$ cat src/rtl/booth_sequencer_if.sv
// Bus bundle between the Booth sequencer and its environment: operand load,
// external ALU operand/result path and completion status.
interface booth_sequencer_if #(
    parameter int unsigned WIDTH = 16
);

    logic                   start_in;
    logic [WIDTH-1:0]       multiplicand_in;
    logic [WIDTH-1:0]       multiplier_in;
    logic [WIDTH-1:0]       alu_A_out;
    logic [WIDTH-1:0]       alu_B_out;
    logic                   alu_op_out;
    logic [WIDTH-1:0]       alu_result_in;
    logic                   busy_out;
    logic                   done_out;
    logic [2*WIDTH-1:0]     product_out;

    // Sequencer side
    modport slave (
        input  start_in,
        input  multiplicand_in,
        input  multiplier_in,
        input  alu_result_in,
        output alu_A_out,
        output alu_B_out,
        output alu_op_out,
        output busy_out,
        output done_out,
        output product_out
    );

    // Requester / ALU side
    modport master (
        output start_in,
        output multiplicand_in,
        output multiplier_in,
        output alu_result_in,
        input  alu_A_out,
        input  alu_B_out,
        input  alu_op_out,
        input  busy_out,
        input  done_out,
        input  product_out
    );

endinterface

$ cat src/rtl/booth_sequencer.sv
// Radix-2 Booth multiplier sequencer: one multiplier bit per cycle, all
// add/subtract work done by an external combinational ALU. WIDTH must be >= 2.
module booth_sequencer #(
    parameter int unsigned WIDTH = 16
) (
    input  logic               clk_in,
    input  logic               reset_in,
    booth_sequencer_if.slave   bus
);

    localparam int unsigned CNT_W = $clog2(WIDTH + 1);
    localparam int unsigned MSB   = WIDTH - 1;

    typedef enum logic [1:0] {
        ST_IDLE    = 2'd0,
        ST_ITERATE = 2'd1,
        ST_DONE    = 2'd2
    } state_e;

    state_e                 state_q;
    logic [WIDTH-1:0]       a_q;
    logic [WIDTH-1:0]       q_q;
    logic                   qm1_q;
    logic [WIDTH-1:0]       m_q;
    logic [CNT_W-1:0]       count_q;
    logic [2*WIDTH-1:0]     product_q;
    logic                   busy_q;
    logic                   done_q;
    logic                   op_q;

    logic                   do_sub_c;
    logic                   do_add_c;
    logic [WIDTH-1:0]       r_c;
    logic                   ov_c;
    logic                   sign_c;
    logic                   last_c;
    logic [WIDTH-1:0]       a_d;
    logic [WIDTH-1:0]       q_d;
    logic                   qm1_d;
    logic [CNT_W-1:0]       count_d;

    // Booth pair decode: 10 subtracts M, 01 adds M, 00/11 pass A through
    assign do_sub_c = q_q[0] & ~qm1_q;
    assign do_add_c = ~q_q[0] & qm1_q;
    assign last_c   = (count_q == CNT_W'(1));

    // One iteration: select R, recover the true sign of the WIDTH+1-bit sum, then shift
    always_comb begin
        r_c  = a_q;
        ov_c = 1'b0;
        if (do_sub_c) begin
            r_c  = bus.alu_result_in;
            ov_c = (a_q[MSB] != m_q[MSB]) && (r_c[MSB] != a_q[MSB]);
        end else if (do_add_c) begin
            r_c  = bus.alu_result_in;
            ov_c = (a_q[MSB] == m_q[MSB]) && (r_c[MSB] != a_q[MSB]);
        end
        // The extra sign bit keeps the product exact when M is the most negative value
        sign_c  = r_c[MSB] ^ ov_c;
        a_d     = {sign_c, r_c[WIDTH-1:1]};
        q_d     = {r_c[0], q_q[WIDTH-1:1]};
        qm1_d   = q_q[0];
        count_d = count_q - CNT_W'(1);
    end

    // Control FSM and datapath registers; status outputs are registered alongside the state
    always_ff @(posedge clk_in) begin
        if (reset_in) begin
            state_q   <= ST_IDLE;
            a_q       <= '0;
            q_q       <= '0;
            qm1_q     <= 1'b0;
            m_q       <= '0;
            count_q   <= '0;
            product_q <= '0;
            busy_q    <= 1'b0;
            done_q    <= 1'b0;
            op_q      <= 1'b0;
        end else begin
            done_q <= 1'b0;
            case (state_q)
                ST_IDLE: begin
                    if (bus.start_in) begin
                        state_q <= ST_ITERATE;
                        a_q     <= '0;
                        q_q     <= bus.multiplier_in;
                        qm1_q   <= 1'b0;
                        m_q     <= bus.multiplicand_in;
                        count_q <= CNT_W'(WIDTH);
                        busy_q  <= 1'b1;
                        // First pair is {Q[0], 0}: subtract exactly when Q[0] is set
                        op_q    <= bus.multiplier_in[0];
                    end
                end
                ST_ITERATE: begin
                    a_q     <= a_d;
                    q_q     <= q_d;
                    qm1_q   <= qm1_d;
                    count_q <= count_d;
                    if (last_c) begin
                        state_q   <= ST_DONE;
                        product_q <= {a_d, q_d};
                        busy_q    <= 1'b0;
                        done_q    <= 1'b1;
                        op_q      <= 1'b0;
                    end else begin
                        op_q      <= q_d[0] & ~qm1_d;
                    end
                end
                ST_DONE: begin
                    state_q <= ST_IDLE;
                end
                default: begin
                    state_q <= ST_IDLE;
                    busy_q  <= 1'b0;
                    op_q    <= 1'b0;
                end
            endcase
        end
    end

    assign bus.alu_A_out   = a_q;
    assign bus.alu_B_out   = m_q;
    assign bus.alu_op_out  = op_q;
    assign bus.busy_out    = busy_q;
    assign bus.done_out    = done_q;
    assign bus.product_out = product_q;

endmodule
$ cat src/flat_wrapper.sv
// flat-port wrapper written by rule: the top's interface ports become plain ports
module booth_sequencer_flat 
#(
    parameter int unsigned WIDTH = 16
)
  (clk_in, reset_in, bus_start_in, bus_multiplicand_in, bus_multiplier_in, bus_alu_result_in, bus_alu_A_out, bus_alu_B_out, bus_alu_op_out, bus_busy_out, bus_done_out, bus_product_out);
  booth_sequencer_if #(.WIDTH(WIDTH)) bus_i ();
  input  logic clk_in;
  input  logic reset_in;
  input wire logic [$bits(bus_i.start_in)-1:0] bus_start_in;
  input wire logic [$bits(bus_i.multiplicand_in)-1:0] bus_multiplicand_in;
  input wire logic [$bits(bus_i.multiplier_in)-1:0] bus_multiplier_in;
  input wire logic [$bits(bus_i.alu_result_in)-1:0] bus_alu_result_in;
  output wire logic [$bits(bus_i.alu_A_out)-1:0] bus_alu_A_out;
  output wire logic [$bits(bus_i.alu_B_out)-1:0] bus_alu_B_out;
  output wire logic [$bits(bus_i.alu_op_out)-1:0] bus_alu_op_out;
  output wire logic [$bits(bus_i.busy_out)-1:0] bus_busy_out;
  output wire logic [$bits(bus_i.done_out)-1:0] bus_done_out;
  output wire logic [$bits(bus_i.product_out)-1:0] bus_product_out;
  assign bus_i.start_in = bus_start_in;
  assign bus_i.multiplicand_in = bus_multiplicand_in;
  assign bus_i.multiplier_in = bus_multiplier_in;
  assign bus_i.alu_result_in = bus_alu_result_in;
  assign bus_alu_A_out = bus_i.alu_A_out;
  assign bus_alu_B_out = bus_i.alu_B_out;
  assign bus_alu_op_out = bus_i.alu_op_out;
  assign bus_busy_out = bus_i.busy_out;
  assign bus_done_out = bus_i.done_out;
  assign bus_product_out = bus_i.product_out;
  booth_sequencer #(.WIDTH(WIDTH)) u_core (.clk_in(clk_in), .reset_in(reset_in), .bus(bus_i));
endmodule
$ cat config.mk
export PLATFORM = sky130hd
export DESIGN_NAME = booth_sequencer_flat
export DESIGN_NICKNAME = d
export VERILOG_FILES = /design/src/rtl/booth_sequencer_if.sv /design/src/rtl/booth_sequencer.sv /design/src/flat_wrapper.sv
export SDC_FILE = /design/constraint.sdc
export NUM_CORES = 1
export LEC_CHECK = 0
export CAP_MARGIN = 20
export CORE_MARGIN = 3
export CORE_UTILIZATION = 25
export DETAILED_ROUTE_END_ITERATION = 16
export HOLD_SLACK_MARGIN = 0.08
export PLACE_DENSITY_LB_ADDON = 0.3
export REMOVE_ABC_BUFFERS = 1
export SLEW_MARGIN = 15
export SYNTH_ARGS = -nofsm -noshare
export SYNTH_HDL_FRONTEND = slang
export SYNTH_SLANG_ARGS = --single-unit
$ cat constraint.sdc
create_clock -name clk_in -period 1.83 [get_ports clk_in]
set_clock_uncertainty 0.1 [all_clocks]
set_input_delay 0.366 -clock clk_in [delete_from_list [all_inputs] [get_ports clk_in]]
set_output_delay 0.366 -clock clk_in [all_outputs]
set_load 0.005 [all_outputs]
Word-level counts from Yosys, hierarchy flattened
Cells that the tools add are included.
{ "classes": {"add_sub_neg": 1, "reduce_logical": 11, "eq_ne": 8, "bitwise_logic": 8, "n_mux": 22} }
{ "op_table": {"columns": ["op", "count"], "rows": [
  ["16-bit 2-to-1 mux", 4],
  ["16-bit one-hot mux with 2 select lines", 2],
  ["5-bit one-hot mux with 2 select lines", 1],
  ["2-bit AND reduction", 5],
  ["1-bit 2-to-1 mux", 8],
  ["1-bit one-hot mux with 3 select lines", 2],
  ["5-bit by 1-bit equality test with 1-bit output (second input constant)", 1],
  ["5-bit 2-to-1 mux", 1],
  ["5-bit by 1-bit subtractor with 5-bit output (second input constant)", 1],
  ["2-bit 2-to-1 mux", 2],
  ["1-bit inverter", 4],
  ["2-bit one-hot mux with 2 select lines", 1],
  ["1-bit AND", 3],
  ["3-bit AND reduction", 1],
  ["2-bit by 1-bit equality test with 1-bit output (second input constant)", 1],
  ["2-bit equality test (second input constant)", 1],
  ["1-bit logical AND", 2],
  ["2-bit zero test", 1],
  ["1-bit inequality test", 2],
  ["2-bit by 1-bit inequality test with 1-bit output (second input constant)", 1],
  ["2-bit inequality test (second input constant)", 1],
  ["1-bit one-hot mux with 2 select lines", 1],
  ["2-bit nonzero test", 1],
  ["2-bit OR reduction", 1],
  ["2 further kinds", 2]
]} }
{ "totals": {"reg_bits": 91} }

Logic depth before layout (Yosys ltp)
{ "depth": {"word_depth": 6, "ltp_mapped": 8, "ltp_nobuf": 6} }

Worst setup path after synthesis
OpenSTA, ideal clock, no wires.
{ "synth_path": {"path_type": "reg2reg", "startpoint": "register u_core.count_q[0]", "endpoint": "register u_core.product_q[16] (netlist: u_core.bus.product_out[16])", "path_buffers": 2, "synth_period_minus_slack_ns": 1.737, "path_slack_ns": 0.093, "stages_incl_launch_ff": 7, "t_arrival_ns": 1.493, "cell_sequence": "dfxtp_1 > ha_1 > or4b_4 > nor2_4 > buf_12 > clkbuf_8 > a211oi_1"} }
{ "synth_via": {"elab_chain_len": 2} }
{ "synth_lines": {"columns": ["element", "line_no", "rtl"], "rows": [
  ["from (decl)", "booth_sequencer.sv:25", "logic [CNT_W-1:0] count_q;"],
  ["from (signal assigned)", "booth_sequencer.sv:89", "count_q <= CNT_W'(WIDTH);"],
  ["from (signal assigned)", "booth_sequencer.sv:99", "count_q <= count_d;"],
  ["5-bit by 1-bit equality test with 1-bit output", "booth_sequencer.sv:45", "assign last_c = (count_q == CNT_W'(1));"],
  ["2-bit AND reduction (no source line)", null, null],
  ["to (signal assigned)", "booth_sequencer.sv:102", "product_q <= {a_d, q_d};"],
  ["to (decl)", "booth_sequencer.sv:26", "logic [2*WIDTH-1:0] product_q;"]
]} }
Every way passes these cells.
A chain may end at the register's enable or synchronous reset.

Worst setup path in the final report
{ "layout_path": {"startpoint": "register u_core.count_q[1]", "endpoint": "register u_core.product_q[20] (netlist: u_core.bus.product_out[20])"} }
Same word-level chain as after synthesis.

==> impl_metrics.toml <==
[run_status]
status = "finished clean"

[worst_hold_path]
min_path_type = "flop to flop"

[setup_path]
crit_path_top_delay_cell = "or4b_4"
worstPathArrival_ns = 1.92
crit_type = "flop to flop"
crit_fanout = 7
cp-end-kind = "flop"
cp-start-kind = "flop"
cp_top_family = "simple AND/OR/NAND/NOR gates"
path_buf_inv = 4
slowest_delay_ns = 0.47
worst_path_most_repeated_cell = "buf_12"
worstPathCellList = "inv_2 > ha_4 > or4b_4 > nor2_4 > buf_12 > buf_12 > buf_4 > a211oi_2"
crit_required_ns = 1.94

[synth]
yosysTopAreaCell = "dfxtp_1"
synth_seq_area_share_pct = 47.85
yosys.area.top_type_share_pct = 47.85
yosys_warnings = 0
synth_edf_count = 0
synthDistinctLibCells = 47
synth_ff_type = "dfxtp_1"
synth-seq-cells = 91
syn_inst = 390
ys_top_cells_by_area = "dfxtp_1 48%, nand2_1 6.3%, nor2_1 4.8%"
syn-cell-area_um2 = 3807
synthArstFlopShare_pct = 0
syn_area_per_cell_um2 = 9.763

[routing]
drc = 0
wire_per_inst_um = 15.03
ant_nets = 0
vias = 3324
drtIter0Drc = 132
wl_met1_um = 4841
routed.top_layer = "met5"
wl_met3_um = 450
routed_wl_um = 10760
routed_via_density = 4.642
wl_met2_um = 5238
dr.pass1.iters = 5

[power]
peakVddDrop_mv = 0.3514
p_int_mw = 3.777
power.leakage_nw = 2.099
power_density_nw_per_um2 = 855.4
clkPwrFrac_pct = 40.3
p_switching_mw = 1.208
pwr-share-seq_pct = 43.5
combPwrFrac_pct = 16.2
swShare_pct = 24.23

[die]
die_y_um = 129.4
num_io_pins = 118
dieArea_um2 = 16750
initial_core_util_pct = 25.90
die_x_um = 129.4
fp.coreArea_um2 = 14700
core.rowCount = 44

[cts]
cts_max_level = 3
postCtsHoldBufs = 0
insertion_delay_ns = 0.34
root_buffer = "clkbuf_16"
clkTransAtPathRegs_ns = 0.07
cts_tree = "built"
cts_buffer_depth = 2
cts_inserted_buffers = 9
cts.sinks = 91

[timing]
finalSetupViolations = 0
worst_pin_slew_ns = 0.4727
setup_slack_ns = 0.01986
min_period_over_period_pct = 98.91
period_needed_ns = 1.810
timing_hold_violations_final = 0
drv_slew = 0
rsz0062_at_grt = "yes"
max_freq_mhz = 552.4
slew_headroom_pct = 68.45

[final_layout]
regArea_um2 = 1827
mostFrequentLayoutCell = "clkdlybuf4s50_1"
finalNonFillerCells = 716
fillerInstances = 1483
multi_input_area_um2 = 1814
final_cell_mix = "116 x clkdlybuf4s50_1, 87 x dfxtp_1, 64 x nand2_1"
fin_nets = 580
antennaDiodeCount = 0
area_growth_pct = 53.04
drive_above_1_share_pct = 23.50

[global_routing]
grt_max_degree = 32
grt_pass1_wl_um = 17190
antenna_found_initial = 1
grt_overflow_total = 0
grt_pass1_vias = 3442
grt_usage_pct = 12.88

[place]
gp_congestion = 0.7208
portBuffers = 117
dp_hpwl_um = 7680
dp_cells = 689
dp_slack_ns = -0.2031

[run]
drv_cap = 0
-- tightest hold or removal path, stage by stage, from the launching register on --
cell	delay [ns]
dfxtp_1	0.31
nand2_1	0.05
a21oi_1	0.05
-- power groups by stage --
stage	registers, mW	clock network (mW)	logic, mW
floorplan	2.21	0	0.362
global placement	2.21	0	0.773
detailed placement	2.21	0	0.787
CTS	2.17	2.07	0.807
global route	2.18	2.14	0.887
finish	2.17	2.01	0.809
-- per-stage QoR --
step / total power [mW] / area [um2] / utilization, % / TNS (ns) / hold WS [ns]
2_1_floorplan: 2.571 / 3617 / - / -12.05 / 0.3284
3_5_place_dp: 2.997 / 5279 / 35.91 / -6.243 / 0.3494
6_report: 4.984 / 5827 / 39.64 / 0 / 0.3577
5_1_grt: 5.216 / 5827 / 39.64 / -0.3522 / 0.3789
3_3_place_gp: 2.980 / 5279 / 35.91 / -4.887 / 0.3483
4_1_cts: 5.045 / 5720 / 38.92 / 0 / 0.3619
-- final timing paths --
| kind | start | to | slack (ns) | depth (start not counted) |
|---|---|---|---|---|
| worst max-delay path | u_core.count_q[1] | u_core.bus.product_out[20] | 0.02 | 8 |
| worst min-delay path | u_core.bus.alu_B_out[8] | u_core.bus.alu_B_out[8] | 0.36 | 2 |
| worst max register to register | u_core.count_q[1] | u_core.bus.product_out[20] | 0.02 | 8 |
| worst min register to register | u_core.bus.alu_B_out[8] | u_core.bus.alu_B_out[8] | 0.36 | 2 |
-- flip-flops by register name, indices dropped and copies added, names as in the netlist --
signal                  cells
u_core.bus.product_out     32
u_core.bus.alu_A_out       16
u_core.bus.alu_B_out       16
u_core.q_q                 16
u_core.count_q              5
u_core.state_q              2
u_core.bus.alu_op_out       1
u_core.bus.busy_out         1
u_core.bus.done_out         1
u_core.qm1_q                1
-- layer usage --
layer	up-vias	track usage, %
li1	1659	-
met1	1564	15.72
met3	19	2.885
met4	2	4.951
met2	80	22.13
met5	-	0
-- cell usage after synthesis (3+ instances only) --
| cell type | count |
|---|---|
| a21oi_2 | 15 |
| o2bb2ai_1 | 16 |
| a21oi_1 | 22 |
| a211oi_2 | 14 |
| buf_12 | 3 |
| nor2_1 | 49 |
| a22oi_1 | 3 |
| mux2_2 | 3 |
| a2bb2oi_1 | 14 |
| inv_1 | 5 |
| nor2b_1 | 3 |
| dfxtp_1 | 91 |
| o221a_2 | 16 |
| nand2_1 | 64 |
| clkbuf_1 | 15 |
| buf_2 | 6 |
| mux2i_1 | 15 |
-- repair_timing --
item                                    4_1_cts  5_1_grt
buffers inserted                              5        4
pin swaps                                     0       13
endpoints found under the setup margin       17       30
resized for setup                             8       12
gates cloned                                  2        1
-- final cells by class --
class                           instances  share of cell area (%)
Timing Repair Buffer                  155                   27.68
Inverter                                6                  0.3865
Multi-Input combinational cell        264                   31.14
Tap cell                              184                   3.951
Clock inverter                          4                   1.267
Clock buffer                           12                   4.230
Sequential cell                        91                   31.35
-- logic make-up after synthesis --
family | Yosys count | synth area share (%)
AOI/OAI and AO/OA | 108 | 24.91
xor gates and xnor gates | 1 | 0.7231
adders and majority gates | 2 | 0.6571
buffers and inverters | 35 | 5.586
DFF | 91 | 47.85
muxes | 18 | 4.831
and+or+nand+nor | 135 | 15.45
Note: power is estimated with default switching activity, not from simulation.
